<file path="src/rtl/fsm_lut_prog_pkg.sv">
`default_nettype none
// ============================================================================
// Module   : fsm_lut_prog_pkg
// Purpose  : Shared entry-layout helpers for the programmable LUT FSM, so that
//            the RTL, config drivers and benches build frames identically.
// Revision : 1.0 - initial release
// ============================================================================
package fsm_lut_prog_pkg;

  // Default configuration of the block.
  localparam int DEF_N_STATES = 8;
  localparam int DEF_IN_W     = 5;
  localparam int DEF_OUT_W    = 1;
  localparam int DEF_STATE_W  = $clog2(DEF_N_STATES);

  // Bits in one table entry: {match, next_hit, next_miss, out}.
  function automatic int entry_w(input int in_w, input int state_w, input int out_w);
    return in_w + 2 * state_w + out_w;
  endfunction

  // Length of a complete configuration frame.
  function automatic int cfg_w(input int n_states, input int in_w, input int state_w,
                               input int out_w);
    return n_states * entry_w(in_w, state_w, out_w);
  endfunction

  // Field offsets inside one entry, LSB first.
  function automatic int out_lsb();
    return 0;
  endfunction

  function automatic int miss_lsb(input int out_w);
    return out_w;
  endfunction

  function automatic int hit_lsb(input int state_w, input int out_w);
    return out_w + state_w;
  endfunction

  function automatic int match_lsb(input int state_w, input int out_w);
    return out_w + 2 * state_w;
  endfunction

  // Offsets for the default configuration.
  localparam int OUT_LSB   = out_lsb();
  localparam int MISS_LSB  = miss_lsb(DEF_OUT_W);
  localparam int HIT_LSB   = hit_lsb(DEF_STATE_W, DEF_OUT_W);
  localparam int MATCH_LSB = match_lsb(DEF_STATE_W, DEF_OUT_W);

endpackage
`default_nettype wire

</file>
<file path="src/rtl/fsm_lut_prog_cfg_sipo.sv">
`default_nettype none
// ============================================================================
// Module   : cfg_sipo_frame
// Purpose  : Serial config receiver: shift register, bit counter, frame-valid
//            flag and daisy-chain output.
// Revision : 1.0 - initial release
// ============================================================================
module cfg_sipo_frame #(
  parameter int CFG_W = 80
) (
  input  logic             clk,
  input  logic             reset,
  input  logic             cfg_en,
  input  logic             cfg_din,
  output logic             cfg_dout,
  output logic             cfg_valid,
  output logic [CFG_W-1:0] frame
);

  localparam int CNT_W = $clog2(CFG_W + 1);

  logic [CFG_W-1:0] sr_q, sr_d;
  logic [CNT_W-1:0] cnt_q, cnt_d;
  logic             valid_q, valid_d;

  // Shift in accepted bits; a bit arriving on a valid frame restarts framing.
  always_comb begin
    sr_d    = sr_q;
    cnt_d   = cnt_q;
    valid_d = valid_q;
    if (cfg_en) begin
      sr_d = {sr_q[CFG_W-2:0], cfg_din};
      if (valid_q) begin
        valid_d = 1'b0;
        cnt_d   = CNT_W'(1);
      end else if (cnt_q == CNT_W'(CFG_W - 1)) begin
        valid_d = 1'b1;
        cnt_d   = '0;
      end else begin
        cnt_d = cnt_q + CNT_W'(1);
      end
    end
  end

  // Config state registers, cleared asynchronously so a reset discards a frame.
  always_ff @(posedge clk or posedge reset) begin
    if (reset) begin
      sr_q    <= '0;
      cnt_q   <= '0;
      valid_q <= 1'b0;
    end else begin
      sr_q    <= sr_d;
      cnt_q   <= cnt_d;
      valid_q <= valid_d;
    end
  end

  assign cfg_dout  = sr_q[CFG_W-1];
  assign cfg_valid = valid_q;
  assign frame     = sr_q;

endmodule
`default_nettype wire

</file>
<file path="src/rtl/fsm_lut_prog.sv">
`default_nettype none
// ============================================================================
// Module   : fsm_lut_prog
// Purpose  : Lookup-table Moore FSM whose transition table is loaded over a
//            serial config pin; runs once a complete frame is present.
// Revision : 1.0 - initial release
// ============================================================================
module fsm_lut_prog
  import fsm_lut_prog_pkg::*;
#(
  parameter  int N_STATES = 8,
  parameter  int IN_W     = 5,
  parameter  int OUT_W    = 1,
  localparam int STATE_W  = $clog2(N_STATES),
  localparam int ENTRY_W  = entry_w(IN_W, STATE_W, OUT_W),
  localparam int CFG_W    = cfg_w(N_STATES, IN_W, STATE_W, OUT_W)
) (
  input  logic               clk,
  input  logic               reset,
  input  logic               cfg_en,
  input  logic               cfg_din,
  output logic               cfg_dout,
  output logic               cfg_valid,
  input  logic               run,
  input  logic [IN_W-1:0]    in,
  output logic [STATE_W-1:0] state,
  output logic [OUT_W-1:0]   out,
  output logic               err
);

  localparam int MATCH_OFS = match_lsb(STATE_W, OUT_W);
  localparam int HIT_OFS   = hit_lsb(STATE_W, OUT_W);
  localparam int MISS_OFS  = miss_lsb(OUT_W);
  localparam int OUT_OFS   = out_lsb();
  // Tables are padded to a power of two so any state code indexes safely.
  localparam int N_SLOTS   = 1 << STATE_W;

  logic [CFG_W-1:0]   frame;
  logic [IN_W-1:0]    match_tbl [N_SLOTS];
  logic [STATE_W-1:0] hit_tbl   [N_SLOTS];
  logic [STATE_W-1:0] miss_tbl  [N_SLOTS];
  logic [OUT_W-1:0]   out_tbl   [N_SLOTS];

  logic [STATE_W-1:0] state_q, state_d;
  logic [OUT_W-1:0]   out_q, out_d;
  logic               err_q, err_d;
  logic               hit;
  logic [STATE_W-1:0] nxt;

  cfg_sipo_frame #(
    .CFG_W(CFG_W)
  ) u_cfg (
    .clk      (clk),
    .reset    (reset),
    .cfg_en   (cfg_en),
    .cfg_din  (cfg_din),
    .cfg_dout (cfg_dout),
    .cfg_valid(cfg_valid),
    .frame    (frame)
  );

  // Unpack the frame into per-state fields; unused slots read as zero.
  for (genvar k = 0; k < N_SLOTS; k++) begin : g_entry
    if (k < N_STATES) begin : g_used
      assign match_tbl[k] = frame[k*ENTRY_W + MATCH_OFS +: IN_W];
      assign hit_tbl[k]   = frame[k*ENTRY_W + HIT_OFS   +: STATE_W];
      assign miss_tbl[k]  = frame[k*ENTRY_W + MISS_OFS  +: STATE_W];
      assign out_tbl[k]   = frame[k*ENTRY_W + OUT_OFS   +: OUT_W];
    end else begin : g_pad
      assign match_tbl[k] = '0;
      assign hit_tbl[k]   = '0;
      assign miss_tbl[k]  = '0;
      assign out_tbl[k]   = '0;
    end
  end

  // Next state and Moore output; config activity forces the FSM to state 0.
  always_comb begin
    state_d = state_q;
    out_d   = out_q;
    err_d   = 1'b0;
    hit     = (in == match_tbl[state_q]);
    nxt     = hit ? hit_tbl[state_q] : miss_tbl[state_q];
    if (!cfg_valid || cfg_en) begin
      state_d = '0;
      out_d   = '0;
    end else if (run) begin
      if (int'(nxt) >= N_STATES) begin
        state_d = '0;
        err_d   = 1'b1;
      end else begin
        state_d = nxt;
      end
      out_d = out_tbl[state_d];
    end
  end

  // FSM registers.
  always_ff @(posedge clk or posedge reset) begin
    if (reset) begin
      state_q <= '0;
      out_q   <= '0;
      err_q   <= 1'b0;
    end else begin
      state_q <= state_d;
      out_q   <= out_d;
      err_q   <= err_d;
    end
  end

  assign state = state_q;
  assign out   = out_q;
  assign err   = err_q;

endmodule
`default_nettype wire

</file>
<file path="config.mk">
export PLATFORM = sky130hd
export DESIGN_NAME = fsm_lut_prog
export DESIGN_NICKNAME = d
export VERILOG_FILES = /design/src/rtl/fsm_lut_prog_pkg.sv /design/src/rtl/fsm_lut_prog_cfg_sipo.sv /design/src/rtl/fsm_lut_prog.sv
export SDC_FILE = /design/constraint.sdc
export NUM_CORES = 1
export LEC_CHECK = 0
export BUFFER_PORTS_ARGS = -buffer_cell sky130_fd_sc_hd__buf_2
export CORE_UTILIZATION = 55
export DETAILED_ROUTE_END_ITERATION = 10
export PLACE_DENSITY = 0.76
export SLEW_MARGIN = 30
export SYNTH_ARGS = -nofsm -noshare
export SYNTH_HDL_FRONTEND = slang
export SYNTH_SLANG_ARGS = --single-unit
export TNS_END_PERCENT = 50
</file>
<file path="constraint.sdc">
create_clock -name clk -period 3.78 [get_ports clk]
set_clock_uncertainty 0.1 [all_clocks]
set_input_delay 0.378 -clock clk [delete_from_list [all_inputs] [get_ports clk]]
set_output_delay 0.378 -clock clk [all_outputs]
set_load 0.005 [all_outputs]
</file>
==> results.json <==
{
  "crit_slowest_cell": "dfrtp_1",
  "p_leak_nw": 2.50,
  "post-route-period-util_pct": 87.4,
  "ys_seq_area_share_pct": 53.9,
  "grt.overflow.total": 0,
  "path_class": "flop to flop",
  "hpwl_mm": 6.50,
  "cts_buffers": 9,
  "syn_nets": 358,
  "synthCells": 347,
  "final_nets": 371,
  "gp_congestion": 0.793,
  "synth-edff-count": 0,
  "rsz0062_at_grt": "no",
  "clkTransAtPathRegs_ps": 110,
  "slew_viol_final": 0,
  "min_period_ps": 3300,
  "cts_hold_buf": 0,
  "yosysUniqueCellTypes": 42,
  "grt_pass1_vias": 2950,
  "grt_util_all_layers_pct": 21.4,
  "insertion_delay_ps": 370,
  "antenna_cells": 0,
  "ctsResizeCount": 0,
  "relSlewSlack_pct": 49.8,
  "fp.dieW_um": 97.5,
  "vias_per_cell": 5.94,
  "yosysWarnings": 0,
  "grt_max_degree": 75,
  "async_flop_share_pct": 100,
  "crit_path_max_fanout": 11,
  "rows": 34,
  "critPathMaxStageDelay_ps": 640,
  "cp_common_cell": "mux2i_1",
  "synth_flop_cell": "dfrtp_1",
  "cts_root_buffer": "clkbuf_8",
  "drive_above_1_share_pct": 42.7,
  "drcViolationCount": 0,
  "grt_pass1_wl_mm": 15.8,
  "avgSynthCellArea_um2": 14.5,
  "firstDrtPassIters": 4,
  "path_buf_inv": 0,
  "crit_chain": "mux4_2, mux2i_1, xnor2_1, nor4b_1, a21oi_1, a22o_1, mux2i_1, mux2_4, a211oi_2",
  "ys_ff_latch": 108,
  "antenna_found_initial": 0,
  "wl_mm": 9.26,
  "tightest_slew_ps": 753,
  "critPathLaunchType": "flop",
  "cp.arrival_ps": 3490,
  "setup_violations": 0,
  "critPathRequiredTime_ps": 3960,
  "fmax_mhz": 303,
  "synth.cell_area_um2": 5020,
  "cts_tree": "done",
  "crit_family": "multiplexers",
  "dp.cells": 457,
  "clock_sinks": 108,
  "cts_setup_buffers": 0,
  "coreArea_um2": 8760,
  "io_buffers": 15,
  "worst_ir_drop_vdd_mv": 0.192,
  "die_y_um": 97.5,
  "hold_path_class": "primary input to async pin",
  "die_area_um2": 9510,
  "detail-route-antenna-nets": 0,
  "status": "finished clean",
  "p_per_area_nw_per_um2": 509,
  "finalSetupTns_ps": 0,
  "end_kind": "flop",
  "fillCellCount": 661,
  "start_util_pct": 57.3,
  "finalHoldViolations": 0,
  "area_delta_synth_final_pct": 7.71,
  "htree_levels": 3,
  "first_iter_violations": 102,
  "io_pins": 17,
  "vias": 2808,
  "wl_per_cell_um": 19.6,
  "maxCapViolations": 0,
  "clockBufferDepth": 2,
  "final_cells": 473
}
-- where the power goes --
part           switching [mW]  internal [mW]
Combinational           0.210          0.307
Sequential              0.161           1.34
Clock                   0.400          0.332
Total                   0.772           1.98
-- final cells by class --
type | instances | area [um2] | share of cell area [%]
flip-flops and latches | 108 | 2700 | 50.0
well taps | 108 | 135 | 2.50
clock buffers | 10 | 138 | 2.55
repair buffers | 23 | 138 | 2.55
multi-input cells | 210 | 2180 | 40.4
inverters | 8 | 35.0 | 0.648
clock inverters | 6 | 72.6 | 1.34
-- cell families after synthesis --
logic type               Yosys count  synth area share, %
buffers and inverters             29                 2.62
other                              1               0.0747
flip-flops                       108                 53.9
XOR/XNOR                           4                0.698
AND/OR/NAND/NOR                   42                 4.56
multiplexers                     133                 34.2
AO/OA/AOI/OAI                     29                 3.72
adder cells (fa/ha/maj)            1                0.249
-- cells in the final DEF (no fill, tap or decap), types with 2 or more instances in the layout --
cell         n
mux2i_1     17
dfrtp_1    108
buf_2       14
buf_4        9
nand2_1     14
clkinv_4     3
mux4_2      17
nor2_1       7
mux4_1       3
nor2b_1      3
o2111ai_1    2
nand2b_1     2
o31a_1       2
clkbuf_8    10
mux2_2      95
and4_1       2
a21oi_1      4
o21ai_0     13
inv_1        7
and3_1       3
xor2_1       3
nand3_1      4
-- synthesized netlist by cell type (3+ instances only) --
master      n  area share (%)
and3_1      3            0.37
clkbuf_1   14             1.0
mux2_2     95              21
nand2_1    14             1.0
xor2_1      3            0.52
inv_1       8            0.60
nand3_1     4            0.40
dfrtp_1   108              54
mux2i_1    17             3.4
nor2b_1     3            0.37
mux4_1      3             1.6
nor2_1      7            0.52
a21oi_1     4            0.40
mux4_2     17             7.6
buf_2       3            0.30
o21ai_0    13             1.3
-- sequential cells by signal (all words and copies together) (netlist names) --
| name | flops |
|---|---|
| out | 1 |
| state | 3 |
| u_cfg.cfg_valid | 1 |
| u_cfg.cnt_q | 7 |
| u_cfg.frame | 96 |
-- per-layer routing --
layer / up-vias / routed length (um) / track usage (%)
met2: 44 / 4460 / 33.3
met5: - / 0 / 0
met1: 1455 / 4410 / 31.3
met3: 12 / 260 / 3.45
li1: 1297 / - / -
met4: 0 / 124 / 6.45
-- path summary, 6_finish.rpt --
path	startpoint	endpoint	slack [ps]	cells past startpoint
max in group asynchronous	reset	u_cfg.frame[55]$_DFFE_PP0P_	2670	3
hold reg to reg	u_cfg.cnt_q[6]$_DFFE_PP0P_	u_cfg.cnt_q[6]$_DFFE_PP0P_	400	1
setup / recovery	state[1]$_DFFE_PP0P_	out$_DFFE_PP0P_	480	9
setup reg to reg	state[1]$_DFFE_PP0P_	out$_DFFE_PP0P_	480	9
hold / removal	reset	u_cfg.cnt_q[1]$_DFFE_PP0P_	2	2
min in group clk	cfg_din	u_cfg.frame[0]$_DFFE_PP0P_	130	2
-- metrics by stage --
step                power (mW)  setup slack, ps  area (um2)  hold WS [ps]  utilization [%]
floorplan                 1.89              456        5020           349                -
global placement          2.02              647        5190           372             59.2
detailed placement        2.04              536        5190           385             59.2
CTS                       2.77              483        5400           126             61.6
global route              2.90              199        5400          46.5             61.7
finish                    2.75              476        5400          2.36             61.7
No activity file was read; power rests on OpenSTA's default activity.
